`src/rtl/sdram_apb_master_if.sv`:
```
// Host request and APB4 bus bundle for sdram_apb_master.
// master: the requester's view; slave: host/completer side driving it.
interface sdram_apb_master_if #(
  parameter int PADDR_SIZE = 4,
  parameter int PDATA_SIZE = 32
);
  logic                    req_i;
  logic                    we_i;
  logic [PADDR_SIZE-1:0]   addr_i;
  logic [PDATA_SIZE-1:0]   wdata_i;
  logic [PDATA_SIZE/8-1:0] be_i;
  logic [2:0]              prot_i;
  logic                    busy_o;
  logic                    ack_o;
  logic                    err_o;
  logic                    timeout_o;
  logic [PDATA_SIZE-1:0]   rdata_o;

  logic                    PSEL;
  logic                    PENABLE;
  logic                    PWRITE;
  logic [PADDR_SIZE-1:0]   PADDR;
  logic [PDATA_SIZE/8-1:0] PSTRB;
  logic [2:0]              PPROT;
  logic [PDATA_SIZE-1:0]   PWDATA;
  logic [PDATA_SIZE-1:0]   PRDATA;
  logic                    PREADY;
  logic                    PSLVERR;

  modport master (
    input  req_i, we_i, addr_i, wdata_i, be_i, prot_i,
    output busy_o, ack_o, err_o, timeout_o, rdata_o,
    output PSEL, PENABLE, PWRITE, PADDR, PSTRB, PPROT, PWDATA,
    input  PRDATA, PREADY, PSLVERR
  );

  modport slave (
    output req_i, we_i, addr_i, wdata_i, be_i, prot_i,
    input  busy_o, ack_o, err_o, timeout_o, rdata_o,
    input  PSEL, PENABLE, PWRITE, PADDR, PSTRB, PPROT, PWDATA,
    output PRDATA, PREADY, PSLVERR
  );
endinterface

```
`src/rtl/sdram_apb_master.sv`:
```
// APB4 requester: one host register access at a time, turned into SETUP/ACCESS
// transfers toward the SDRAM controller CSR port, with optional ACCESS timeout.
module sdram_apb_master #(
  parameter int PADDR_SIZE = 4,
  parameter int PDATA_SIZE = 32,
  parameter int TIMEOUT    = 256
) (
  input logic                 PCLK,
  input logic                 PRESET,
  sdram_apb_master_if.master  bus
);

  localparam int CNT_W = (TIMEOUT == 0) ? 1 : $clog2(TIMEOUT + 1);
  localparam logic [CNT_W-1:0] TO_LAST = (TIMEOUT > 0) ? CNT_W'(TIMEOUT - 1) : '0;

  typedef enum logic [1:0] {IDLE, SETUP, ACCESS} state_t;

  state_t                  state_q, state_d;
  logic                    pwrite_q, pwrite_d;
  logic [PADDR_SIZE-1:0]   paddr_q, paddr_d;
  logic [PDATA_SIZE-1:0]   pwdata_q, pwdata_d;
  logic [PDATA_SIZE/8-1:0] pstrb_q, pstrb_d;
  logic [2:0]              pprot_q, pprot_d;
  logic                    ack_q, ack_d;
  logic                    err_q, err_d;
  logic                    timeout_q, timeout_d;
  logic [PDATA_SIZE-1:0]   rdata_q, rdata_d;
  logic [CNT_W-1:0]        cnt_q, cnt_d;

  always_comb begin
    state_d   = state_q;
    pwrite_d  = pwrite_q;
    paddr_d   = paddr_q;
    pwdata_d  = pwdata_q;
    pstrb_d   = pstrb_q;
    pprot_d   = pprot_q;
    ack_d     = 1'b0;
    err_d     = 1'b0;
    timeout_d = 1'b0;
    rdata_d   = rdata_q;
    cnt_d     = cnt_q;
    case (state_q)
      IDLE: begin
        if (bus.req_i) begin
          pwrite_d = bus.we_i;
          paddr_d  = bus.addr_i;
          pwdata_d = bus.wdata_i;
          pstrb_d  = bus.we_i ? bus.be_i : '0;
          pprot_d  = bus.prot_i;
          state_d  = SETUP;
        end
      end
      SETUP: begin
        cnt_d   = '0;
        state_d = ACCESS;
      end
      ACCESS: begin
        // PREADY in the last allowed cycle still completes normally
        if (bus.PREADY) begin
          ack_d   = 1'b1;
          err_d   = bus.PSLVERR;
          rdata_d = pwrite_q ? '0 : bus.PRDATA;
          state_d = IDLE;
        end else if ((TIMEOUT != 0) && (cnt_q == TO_LAST)) begin
          ack_d     = 1'b1;
          err_d     = 1'b1;
          timeout_d = 1'b1;
          rdata_d   = '0;
          state_d   = IDLE;
        end else if (cnt_q != '1) begin
          cnt_d = cnt_q + CNT_W'(1);
        end
      end
      default: state_d = IDLE;
    endcase
  end

  always_ff @(posedge PCLK) begin
    if (PRESET) begin
      state_q   <= IDLE;
      pwrite_q  <= 1'b0;
      paddr_q   <= '0;
      pwdata_q  <= '0;
      pstrb_q   <= '0;
      pprot_q   <= '0;
      ack_q     <= 1'b0;
      err_q     <= 1'b0;
      timeout_q <= 1'b0;
      rdata_q   <= '0;
      cnt_q     <= '0;
    end else begin
      state_q   <= state_d;
      pwrite_q  <= pwrite_d;
      paddr_q   <= paddr_d;
      pwdata_q  <= pwdata_d;
      pstrb_q   <= pstrb_d;
      pprot_q   <= pprot_d;
      ack_q     <= ack_d;
      err_q     <= err_d;
      timeout_q <= timeout_d;
      rdata_q   <= rdata_d;
      cnt_q     <= cnt_d;
    end
  end

  assign bus.PSEL      = (state_q != IDLE);
  assign bus.PENABLE   = (state_q == ACCESS);
  assign bus.busy_o    = (state_q != IDLE);
  assign bus.PWRITE    = pwrite_q;
  assign bus.PADDR     = paddr_q;
  assign bus.PWDATA    = pwdata_q;
  assign bus.PSTRB     = pstrb_q;
  assign bus.PPROT     = pprot_q;
  assign bus.ack_o     = ack_q;
  assign bus.err_o     = err_q;
  assign bus.timeout_o = timeout_q;
  assign bus.rdata_o   = rdata_q;

endmodule

```
`src/flat_wrapper.sv`:
```
// flat-port wrapper written by rule: the top's interface ports become plain ports
module sdram_apb_master_flat 
#(
  parameter int PADDR_SIZE = 4,
  parameter int PDATA_SIZE = 32,
  parameter int TIMEOUT    = 256
)
  (PCLK, PRESET, bus_req_i, bus_we_i, bus_addr_i, bus_wdata_i, bus_be_i, bus_prot_i, bus_busy_o, bus_ack_o, bus_err_o, bus_timeout_o, bus_rdata_o, bus_PSEL, bus_PENABLE, bus_PWRITE, bus_PADDR, bus_PSTRB, bus_PPROT, bus_PWDATA, bus_PRDATA, bus_PREADY, bus_PSLVERR);
  sdram_apb_master_if #(.PADDR_SIZE(PADDR_SIZE), .PDATA_SIZE(PDATA_SIZE)) bus_i ();
  input logic PCLK;
  input logic PRESET;
  input wire logic [$bits(bus_i.req_i)-1:0] bus_req_i;
  input wire logic [$bits(bus_i.we_i)-1:0] bus_we_i;
  input wire logic [$bits(bus_i.addr_i)-1:0] bus_addr_i;
  input wire logic [$bits(bus_i.wdata_i)-1:0] bus_wdata_i;
  input wire logic [$bits(bus_i.be_i)-1:0] bus_be_i;
  input wire logic [$bits(bus_i.prot_i)-1:0] bus_prot_i;
  output wire logic [$bits(bus_i.busy_o)-1:0] bus_busy_o;
  output wire logic [$bits(bus_i.ack_o)-1:0] bus_ack_o;
  output wire logic [$bits(bus_i.err_o)-1:0] bus_err_o;
  output wire logic [$bits(bus_i.timeout_o)-1:0] bus_timeout_o;
  output wire logic [$bits(bus_i.rdata_o)-1:0] bus_rdata_o;
  output wire logic [$bits(bus_i.PSEL)-1:0] bus_PSEL;
  output wire logic [$bits(bus_i.PENABLE)-1:0] bus_PENABLE;
  output wire logic [$bits(bus_i.PWRITE)-1:0] bus_PWRITE;
  output wire logic [$bits(bus_i.PADDR)-1:0] bus_PADDR;
  output wire logic [$bits(bus_i.PSTRB)-1:0] bus_PSTRB;
  output wire logic [$bits(bus_i.PPROT)-1:0] bus_PPROT;
  output wire logic [$bits(bus_i.PWDATA)-1:0] bus_PWDATA;
  input wire logic [$bits(bus_i.PRDATA)-1:0] bus_PRDATA;
  input wire logic [$bits(bus_i.PREADY)-1:0] bus_PREADY;
  input wire logic [$bits(bus_i.PSLVERR)-1:0] bus_PSLVERR;
  assign bus_i.req_i = bus_req_i;
  assign bus_i.we_i = bus_we_i;
  assign bus_i.addr_i = bus_addr_i;
  assign bus_i.wdata_i = bus_wdata_i;
  assign bus_i.be_i = bus_be_i;
  assign bus_i.prot_i = bus_prot_i;
  assign bus_busy_o = bus_i.busy_o;
  assign bus_ack_o = bus_i.ack_o;
  assign bus_err_o = bus_i.err_o;
  assign bus_timeout_o = bus_i.timeout_o;
  assign bus_rdata_o = bus_i.rdata_o;
  assign bus_PSEL = bus_i.PSEL;
  assign bus_PENABLE = bus_i.PENABLE;
  assign bus_PWRITE = bus_i.PWRITE;
  assign bus_PADDR = bus_i.PADDR;
  assign bus_PSTRB = bus_i.PSTRB;
  assign bus_PPROT = bus_i.PPROT;
  assign bus_PWDATA = bus_i.PWDATA;
  assign bus_i.PRDATA = bus_PRDATA;
  assign bus_i.PREADY = bus_PREADY;
  assign bus_i.PSLVERR = bus_PSLVERR;
  sdram_apb_master #(.PADDR_SIZE(PADDR_SIZE), .PDATA_SIZE(PDATA_SIZE), .TIMEOUT(TIMEOUT)) u_core (.PCLK(PCLK), .PRESET(PRESET), .bus(bus_i));
endmodule
```
`config.mk`:
```
export PLATFORM = sky130hd
export DESIGN_NAME = sdram_apb_master_flat
export DESIGN_NICKNAME = d
export VERILOG_FILES = /design/src/rtl/sdram_apb_master_if.sv /design/src/rtl/sdram_apb_master.sv /design/src/flat_wrapper.sv
export SDC_FILE = /design/constraint.sdc
export NUM_CORES = 1
export LEC_CHECK = 0
export BUFFER_PORTS_ARGS = -buffer_cell sky130_fd_sc_hd__buf_2
export CAP_MARGIN = 10
export CORE_AREA = 10 10 88 105
export CTS_BUF_LIST = sky130_fd_sc_hd__clkbuf_8
export DETAILED_ROUTE_END_ITERATION = 6
export DIE_AREA = 0 0 98 115
export HOLD_SLACK_MARGIN = 0.05
export PLACE_DENSITY_LB_ADDON = 0.2
export SETUP_SLACK_MARGIN = 0.02
export SLEW_MARGIN = 20
export SYNTH_ARGS = -nofsm -noshare
export SYNTH_HDL_FRONTEND = slang
export SYNTH_SLANG_ARGS = --single-unit
```
`constraint.sdc`:
```
create_clock -name PCLK -period 2.65 [get_ports PCLK]
set_clock_uncertainty 0.05 [all_clocks]
set_input_delay 0.1325 -clock PCLK [delete_from_list [all_inputs] [get_ports PCLK]]
set_output_delay 0.1325 -clock PCLK [all_outputs]
set_load 0.02 [all_outputs]
```
=== Word level (Yosys, flattened, before mapping) ===
Cells that the tools add are included.
Widths: inputs -> output; s select.

* Output and inout bits: 82
* Word-level logic and storage cells: 47
* Bits in registers: 90
* Input port bits: 81

* Bitwise logic cells: 1
* Muxes and demuxes: 15
* Add/subtract/negate cells: 1
* Reductions and logical operators: 10
* Eq/ne operators: 9

{| class="wikitable"
|+ Operators with widths
! kind !! number
|-
| $mux 32 || 3
|-
| $mux 9 || 3
|-
| $pmux 9 s2 || 1
|-
| $add 9x1->9 const B || 1
|-
| $eq 9x8->1 const B || 1
|-
| $ne 9x9->1 const B || 1
|-
| $mux 2 || 3
|-
| $ne 2x2->1 const B || 3
|-
| $pmux 2 s3 || 1
|-
| $reduce_and 2->1 || 3
|-
| $reduce_bool 2->1 || 3
|-
| $mux 4 || 1
|-
| $reduce_and 4->1 || 1
|-
| $mux 1 || 3
|-
| $ne 3x1->1 const B || 1
|-
| $reduce_or 3->1 || 1
|-
| $eq 2x1->1 const B || 1
|-
| $eq 2x2->1 const B || 1
|-
| $logic_not 2->1 || 1
|-
| $ne 2x1->1 const B || 1
|-
| $reduce_or 2->1 || 1
|-
| $not 1->1 || 1
|}

=== Longest topological paths before layout ===
Gate-level depths: netlist (run 1).

* Depth in word-level cells: 5
* Mapped depth: 9
* Depth with buffers taken out: 7

=== Least setup slack after synthesis (run 1) ===
OpenSTA, ideal clock, no wires.

* Path kind: register -> register
* Start point: reg u_core.cnt_q[0]
* End point: reg u_core.cnt_q[5]
* Data arrival time: 2.030 ns
* Slack: 0.500 ns
* Period minus slack after synthesis: 2.150 ns
* Buffers on the path: 1
* Setup time: 0.070 ns
* Stages on the path, launching flop included: 9
* Data required time: 2.530 ns
* Cells stage by stage: dfxtp_1 -> ha_1 -> nand3_1 -> nor2_1 -> ha_1 -> or4b_1 -> buf_2 -> or4_1 -> a21oi_1

* Word-level cells in the longest chain between the ends: 5
* Elaborated cells between the ends (all ways): 10
* Those cells by class: add/sub: 1; eq/ne: 4; mux: 4; reduce/logical: 1

{| class="wikitable"
|+ RTL lines
! item !! line !! text
|-
| from (decl) || sdram_apb_master.sv:28 || <nowiki>logic [CNT_W-1:0] cnt_q, cnt_d;</nowiki>
|-
| from (signal assigned) || sdram_apb_master.sv:102 || <nowiki>cnt_q <= cnt_d;</nowiki>
|-
| $add 9x1->9 || sdram_apb_master.sv:71 || <nowiki>cnt_d = cnt_q + CNT_W'(1);</nowiki>
|-
| $mux 9 || sdram_apb_master.sv:70 || <nowiki>end else if (cnt_q != '1) begin</nowiki>
|-
| $mux 9 || sdram_apb_master.sv:64 || <nowiki>end else if ((TIMEOUT != 0) && (cnt_q == TO_LAST)) begin</nowiki>
|-
| $mux 9 || sdram_apb_master.sv:59 || <nowiki>if (bus.PREADY) begin</nowiki>
|-
| $pmux 9 s2 || sdram_apb_master.sv:42 || <nowiki>case (state_q)</nowiki>
|}

Parallel ways exist; a longest one is shown, timed or not. The select of a mux whose other input is x is not followed.
A chain may end at the register's enable or synchronous reset.

=== Final worst setup path (run 1) ===
* Start point: reg u_core.cnt_q[0]
* End point: reg u_core.err_q (netlist: u_core.bus.err_o)

* Word-level cells in the longest chain between the ends: 3

{| class="wikitable"
|+ RTL lines
! item !! line !! text
|-
| $eq 9x8->1 || sdram_apb_master.sv:64 ||
|-
| $mux 1 || sdram_apb_master.sv:64 ||
|-
| $mux 1 || sdram_apb_master.sv:59 ||
|-
| to (signal assigned) || sdram_apb_master.sv:99 || <nowiki>err_q <= err_d;</nowiki>
|-
| to (decl) || sdram_apb_master.sv:25 || <nowiki>logic err_q, err_d;</nowiki>
|}

Every way passes these cells.

==> results.toml, run 1 <==
[pwr]
p_int_mw = 2.04
switchingPower_mw = 0.746
peakVddDrop_mv = 0.408
clockPowerShare_pct = 32.4
combPwrFrac_pct = 16.2
pwr_density_cell_mw_per_mm2 = 539
seqPwrFrac_pct = 51.4
switching_share_pct = 26.8
power_leakage_nw = 2.28

[synthesis]
synth_cells = 407
synth-edff-count = 0
synth_top_family_by_area = "simple AND/OR/NAND/NOR gates"
number_of_storage_elements_in_the_synthesis_netlist = 90
ys_async_sr_fraction_pct = 0
synthSimpleGateAreaFrac_pct = 20.2
syn_nets = 491
synth_adder_area_share_pct = 1.14
seq_area_frac_synth_pct = 54.5
post_synth_instance_area_mm2 = 0.00330
synthMuxAreaShare_pct = 0.303
avgSynthCellArea_um2 = 8.12
synth_compound_area_share_pct = 19.6
yosysWarnings = 0
synth_flop_cell = "sky130_fd_sc_hd__dfxtp_1"
synth.lib_cells_used.distinct = 30
synth_xor_area_share_pct = 0

[route]
routed_wl_mm = 11.2
detail_route.drc_violations = 0
drtPass1Iterations = 5
antenna_violating_nets_post_route = 0
via_count = 3697
route.detailed.vias_per_inst = 5.06
wl_per_cell_um = 15.4
drt_first_iter_violations = 190

[sta]
fmax_ghz = 0.428
max_slew_margin_pct = 32.5
final-max-slew-violation-count = 0
tns_ns = 0
total_count_of_hold_check_failures_in_the_final_report = 0
rsz0062_at_grt = "false"
final_critical_path_time_including_i_o_delays_and_setup_ns = 2.34
finalSetupViolCount = 0
finalCritPeriodShare_pct = 88.1
tightestPinTransition_ns = 1.01

[final_layout]
fillers = 563
finish.net_count = 719
drive_above_1_share_pct = 29.6
synthToLayoutAreaGrowth_pct = 56.8
layout.core_utilization_pct = 72.1

[hold_path]
holdCritPathClass = "reg2reg"

[setup_path]
critical_path.endpoint_type = "register"
crit_path_start_kind = "register"
worst-path-max-fanout = 18
critical_setup_path_class = "reg2reg"
timing.critical_path.required_ns = 2.82
timing.critical_path.slowest_stage_cell = "sky130_fd_sc_hd__nor2_1"
path_buf_inv = 1
list_of_cells_traversed_by_the_critical_path = "ha_1, nand3_1, nor2_1, ha_1, nor2_1, buf_4, nor3_1, a21boi_0"
cpPeakStageDelay_ns = 0.66
worstPathArrival_ns = 2.50
cpLargestDelayFamily = "simple AND/OR/NAND/NOR gates"

[clock_tree]
clock_latency_ns = 0.34
max-clock-path-buffers = 2
cts_tree = "built"
cts_htree_levels = 3
worst_setup_hold_path_clk_slew_ns = 0.09
tritoncts.num_buffers = 9
clock_sink_count = 90
post-cts-setup-buffers = 0
clk_root_buffer_cell = "sky130_fd_sc_hd__clkbuf_8"

[floorplan]
coreArea_mm2 = 0.00719
dieHeight_um = 115
die_x_um = 98
floorplan.die_area_mm2 = 0.0113
io_pins = 163
site_row_count = 34
effective_utilization_at_floorplan_pct = 45.9

[outcome]
outcome = "finished, final reports clean"

[grt]
first_global_vias = 3705
grt_usage_pct = 19.3
overflow = 0
antenna_found_initial = 2
grt_start_max_net_pins = 58
grt_pass1_wl_mm = 18.3

[place]
dpl.hpwl_mm = 7.02
routability_congestion = 0.749
port_buffers = 162

[job]
maxCapViolations = 0
## cell type report
type	count	area, um2	area share, %
Sequential cell	90	1800	34.8
Timing Repair Buffer	249	1670	32.2
Multi-Input combinational cell	281	1390	26.7
Clock buffer	9	124	2.39
Tap cell	90	113	2.17
Clock inverter	6	67.6	1.30
Inverter	4	15.0	0.290
Antenna cell	2	5.00	0.0966
## logic make-up (layout without fill, tap and decap cells)
logic type                 Yosys count  count (layout)
muxes                                1               1
DFF                                 90              90
other                                0               2
and+or+nand+nor                    151             151
AOI/OAI and AO/OA                  126             126
buffers and inverters               36             268
adders and majority gates            3               3
## per-layer routing
metal  share of wire (%)  vias up  wire [um]  track usage [%]
li1                    -     1828          -                -
met1                  38     1681       4260             20.7
met5               0.062        -          7                0
met4                 2.5        2        284             9.51
met3                  10       22       1140             8.16
met2                  49      164       5540             32.0
## repair_timing
item                                    4_1_cts  5_1_grt
endpoints found under the setup margin        0        2
hold buffers                                 82        0
resized for setup                             0        1
endpoints found under the hold margin        78        0
## metrics by stage
step / hold slack, ns / setup WS, ns / area [um2] / power (mW) / cells
final: 0.404 / 0.314 / 5180 / 2.79 / 731
after global routing: 0.423 / 0.0537 / 5180 / 2.92 / 730
after CTS: 0.397 / 0.189 / 5170 / 2.81 / 729
after detailed placement: 0.328 / 0.209 / 4160 / 1.82 / 632
after global placement: 0.322 / 0.259 / 4160 / 1.81 / 632
after floorplan: 0.159 / 0.500 / 3300 / 1.66 / 407
## cells in the final DEF, fill, tap and decap left out, drive strengths merged, types with 4 or more instances in the layout
master	count
or4	4
dfxtp	90
nand3	7
o21ai	34
nand2	118
a21oi	85
dlygate4sd3	82
inv	5
clkbuf	9
buf	167
o31ai	4
## synthesized netlist by cell type (2+ instances only)
cell	count	share of area, %
sky130_fd_sc_hd__dfxtp_1	90	55
sky130_fd_sc_hd__nand2_1	118	13
sky130_fd_sc_hd__nand2b_1	3	0.57
sky130_fd_sc_hd__or3b_2	2	0.53
sky130_fd_sc_hd__or4_1	4	0.91
sky130_fd_sc_hd__or3_1	3	0.57
sky130_fd_sc_hd__clkbuf_1	30	3.4
sky130_fd_sc_hd__o211ai_1	2	0.45
sky130_fd_sc_hd__nand3_1	7	1.1
sky130_fd_sc_hd__o31ai_1	4	0.91
sky130_fd_sc_hd__o21ai_0	34	5.2
sky130_fd_sc_hd__ha_1	3	1.1
sky130_fd_sc_hd__nor2_1	3	0.34
sky130_fd_sc_hd__a21oi_1	85	13
sky130_fd_sc_hd__inv_1	4	0.45
## registers in the layout, indices dropped and copies added (netlist names)
signal / cells
u_core.bus.PSTRB: 4
u_core.bus.rdata_o: 32
u_core.bus.timeout_o: 1
u_core.state_q: 2
u_core.bus.ack_o: 1
u_core.bus.PWRITE: 1
u_core.bus.PADDR: 4
u_core.bus.PWDATA: 32
u_core.bus.err_o: 1
u_core.bus.PPROT: 3
u_core.cnt_q: 9
## power groups by stage
stage               logic [mW]  clock network, mW  registers (mW)
floorplan                0.137                  0            1.53
global placement         0.348                  0            1.46
finish                   0.452              0.904            1.43
CTS                      0.446              0.932            1.43
global route             0.491              0.992            1.44
detailed placement       0.352                  0            1.46
## worst min-delay path, cell delays in order (launching register included)
cell and delay (ns):
sky130_fd_sc_hd__dfxtp_1 0.32, sky130_fd_sc_hd__nand2_1 0.05, sky130_fd_sc_hd__a21oi_1 0.05
## final timing paths
kind	startpoint	to	slack, ns	cells after the start
worst max-delay path	u_core.cnt_q[0]$_SDFFE_PP0P_	u_core.bus.err_o$_SDFF_PP0_	0.31	8
worst min-delay path	u_core.bus.PPROT[1]$_SDFFE_PP0P_	u_core.bus.PPROT[1]$_SDFFE_PP0P_	0.40	2
worst max register to register	u_core.cnt_q[0]$_SDFFE_PP0P_	u_core.bus.err_o$_SDFF_PP0_	0.31	8
worst min register to register	u_core.bus.PPROT[1]$_SDFFE_PP0P_	u_core.bus.PPROT[1]$_SDFFE_PP0P_	0.40	2
Power figures use the tool's default switching activity.
==> run 2: changes to the inputs <==
Settings changed: CELL_PAD_IN_SITES_DETAIL_PLACEMENT set to 0, CELL_PAD_IN_SITES_GLOBAL_PLACEMENT set to 2, CORE_AREA 10 10 88 105 to 10 10 116 139, DIE_AREA 0 0 98 115 to 0 0 126 149, PLACE_DENSITY set to 0.78, PLACE_DENSITY_LB_ADDON 0.2 to unset.
==> run 2 against run 1 <==
  * First-iteration DRC count decreased by 34%
  * Hold slack got worse by 0.10 ns
  * Via count decreased by 2.8%
  * Non-clock buffer count unchanged
  * Setup slack got worse by 0.014 ns
  * Combinational power about the same
  * Routed wire length increased by 4.8%
  * Die area increased by 67%
  * Critical path depth decreased by 1
  * Count of clock-buffer cells in the layout increased by 1
  * Clock power decreased by 3.5%
  * Core utilization decreased by 33 points
  * Critical endpoint is now u_core.cnt_q[4]$_SDFFE_PP0P_
  * Largest power group unchanged
==> results.toml, run 2 (synthesis gave the netlist of run 1 again) <==
[outcome]
outcome = "finished, final reports clean"

[setup_path]
critical_path.endpoint_type = "register"
timing.critical_path.required_ns = 2.88
path_common_cell = "sky130_fd_sc_hd__ha_1"
critical_setup_path_class = "reg2reg"
r2r_setup_slack_ns = 0.30
worst-path-max-fanout = 18
cpPeakStageDelay_ns = 0.61
worstPathArrival_ns = 2.58
list_of_cells_traversed_by_the_critical_path = "ha_1, nand3_1, nor2_1, ha_1, or4b_4, or4_1, a21oi_1"
timing.critical_path.slowest_stage_cell = "sky130_fd_sc_hd__or4b_4"
crit_path_start_kind = "register"

[route]
via_count = 3594
drt_first_iter_violations = 126
antenna_violating_nets_post_route = 0
drtPass1Iterations = 4
wl_per_cell_um = 14.5
route.detailed.vias_per_inst = 4.43
routed_wl_mm = 11.8
detail_route.drc_violations = 0

[place]
routability_congestion = 0.742
pre_cts_ws_ns = 0.172
port_buffers = 162
dpl-instance-area_mm2 = 0.00426
dpl.hpwl_mm = 7.83

[final_layout]
synthToLayoutAreaGrowth_pct = 59.6
finish.net_count = 719
most_common_cell_after_layout_fill_and_taps_aside = "sky130_fd_sc_hd__buf_2"
fillers = 1399
final_cell_mix = "162 x sky130_fd_sc_hd__buf_2, 118 x sky130_fd_sc_hd__nand2_1, 90 x sky130_fd_sc_hd__dfxtp_1"
final_design_area_no_fill_mm2 = 0.00527
layout.core_utilization_pct = 39.0
num_antenna_cells = 0
drive_above_1_share_pct = 29.8

[grt]
grt_pass1_wl_mm = 18.7
grt_start_max_net_pins = 46
overflow = 0
first_global_vias = 3724
grt_usage_pct = 11.9
antenna_found_initial = 1

[pwr]
switching_share_pct = 28.3
power_leakage_nw = 2.28
switchingPower_mw = 0.780
p_int_mw = 1.98
clockPowerShare_pct = 31.6
pwr_density_cell_mw_per_mm2 = 523
peakVddDrop_mv = 0.260
seqPwrFrac_pct = 52.0
combPwrFrac_pct = 16.4

[clock_tree]
clock_latency_ns = 0.35
post-cts-setup-buffers = 0
clk_root_buffer_cell = "sky130_fd_sc_hd__clkbuf_8"
clock_sink_count = 90
max-clock-path-buffers = 2
tritoncts.num_buffers = 9
worst_setup_hold_path_clk_slew_ns = 0.09
cts_tree = "built"
cts_htree_levels = 3

[sta]
fmax_ghz = 0.426
rsz0062_at_grt = "false"
final_critical_path_time_including_i_o_delays_and_setup_ns = 2.35
final-max-slew-violation-count = 0
max_slew_margin_pct = 37.1
final_critical_path_setup_slack_ns = 0.300
tightestPinTransition_ns = 0.943
hold_slack_ns = 0.304
tns_ns = 0
total_count_of_hold_check_failures_in_the_final_report = 0
finalCritPeriodShare_pct = 88.7
finalSetupViolCount = 0

[floorplan]
site_row_count = 47
dieHeight_um = 149
coreArea_mm2 = 0.0135
effective_utilization_at_floorplan_pct = 24.4
die_x_um = 126
floorplan.die_area_mm2 = 0.0188
io_pins = 163

[job]
maxCapViolations = 0

[hold_path]
holdCritPathClass = "in2reg"
==> run 2: cell count changes in the layout (fill, tap and decap cells not counted) <==
| cell | change |
|---|---|
| sky130_fd_sc_hd__nor2_1 | -1 |
| sky130_fd_sc_hd__diode_2 | -2 |
| sky130_fd_sc_hd__clkbuf_8 | +1 |
| sky130_fd_sc_hd__clkinv_4 | +1 |
| sky130_fd_sc_hd__clkinv_2 | +1 |
| sky130_fd_sc_hd__bufinv_16 | -1 |
| sky130_fd_sc_hd__nor2_4 | +1 |
| sky130_fd_sc_hd__inv_6 | -1 |
==> run 2: per-stage QoR <==
step / std cells / power [mW]
2_1_floorplan: 407 / 1.66
3_3_place_gp: 713 / 1.82
3_5_place_dp: 713 / 1.83
4_1_cts: 811 / 2.82
5_1_grt: 811 / 2.92
6_report: 811 / 2.76
==> run 2: routing by layer <==
layer | up-vias | track usage, % | routed length, um
li1 | 1820 | - | -
met1 | 1639 | 13.5 | 4960
met2 | 123 | 19.5 | 5510
met3 | 12 | 5.73 | 1140
met4 | 0 | 3.71 | 156
met5 | - | 0 | 0
==> run 2: final timing paths <==
check,start,endpoint,depth (start not counted)
setup reg to reg,u_core.cnt_q[0]$_SDFFE_PP0P_,u_core.cnt_q[4]$_SDFFE_PP0P_,7
hold / removal,PRESET,u_core.state_q[0]$_SDFFE_PP0P_,2
setup / recovery,u_core.cnt_q[0]$_SDFFE_PP0P_,u_core.cnt_q[4]$_SDFFE_PP0P_,7
hold reg to reg,u_core.bus.PADDR[0]$_SDFFE_PP0P_,u_core.bus.PADDR[0]$_SDFFE_PP0P_,2
==> run 2: power by group through the flow <==
| stage | logic [mW] | clock network (mW) | registers [mW] |
|---|---|---|---|
| floorplan | 0.137 | 0 | 1.53 |
| global placement | 0.359 | 0 | 1.46 |
| detailed placement | 0.360 | 0 | 1.47 |
| CTS | 0.454 | 0.927 | 1.43 |
| global route | 0.496 | 0.986 | 1.44 |
| finish | 0.451 | 0.872 | 1.43 |
==> run 2: final cells by class <==
type / instances / area, um2 / area share [%]
inverter: 4 / 15.0 / 0.285
multi-input combinational: 281 / 1390 / 26.4
timing repair buffer: 249 / 1670 / 31.7
tap: 171 / 214 / 4.06
clock buffer: 10 / 138 / 2.61
sequential: 90 / 1800 / 34.2
clock inverter: 6 / 42.5 / 0.807
==> run 2: repair_timing <==
item                                    4_1_cts  5_1_grt
hold endpoints to repair                     78        0
resized for setup                             0        1
hold buffers                                 82        0
endpoints found under the setup margin        0        3
==> run 2: worst max-delay path, delay by kind of cell, from the launching register on <==
| family | cells | cell delay, ns |
|---|---|---|
| AND/OR/NAND/NOR | 4 | 1.26 |
| adder cells (fa/ha/maj) | 2 | 0.48 |
| flip-flops | 1 | 0.34 |
| AO/OA/AOI/OAI | 1 | 0.15 |
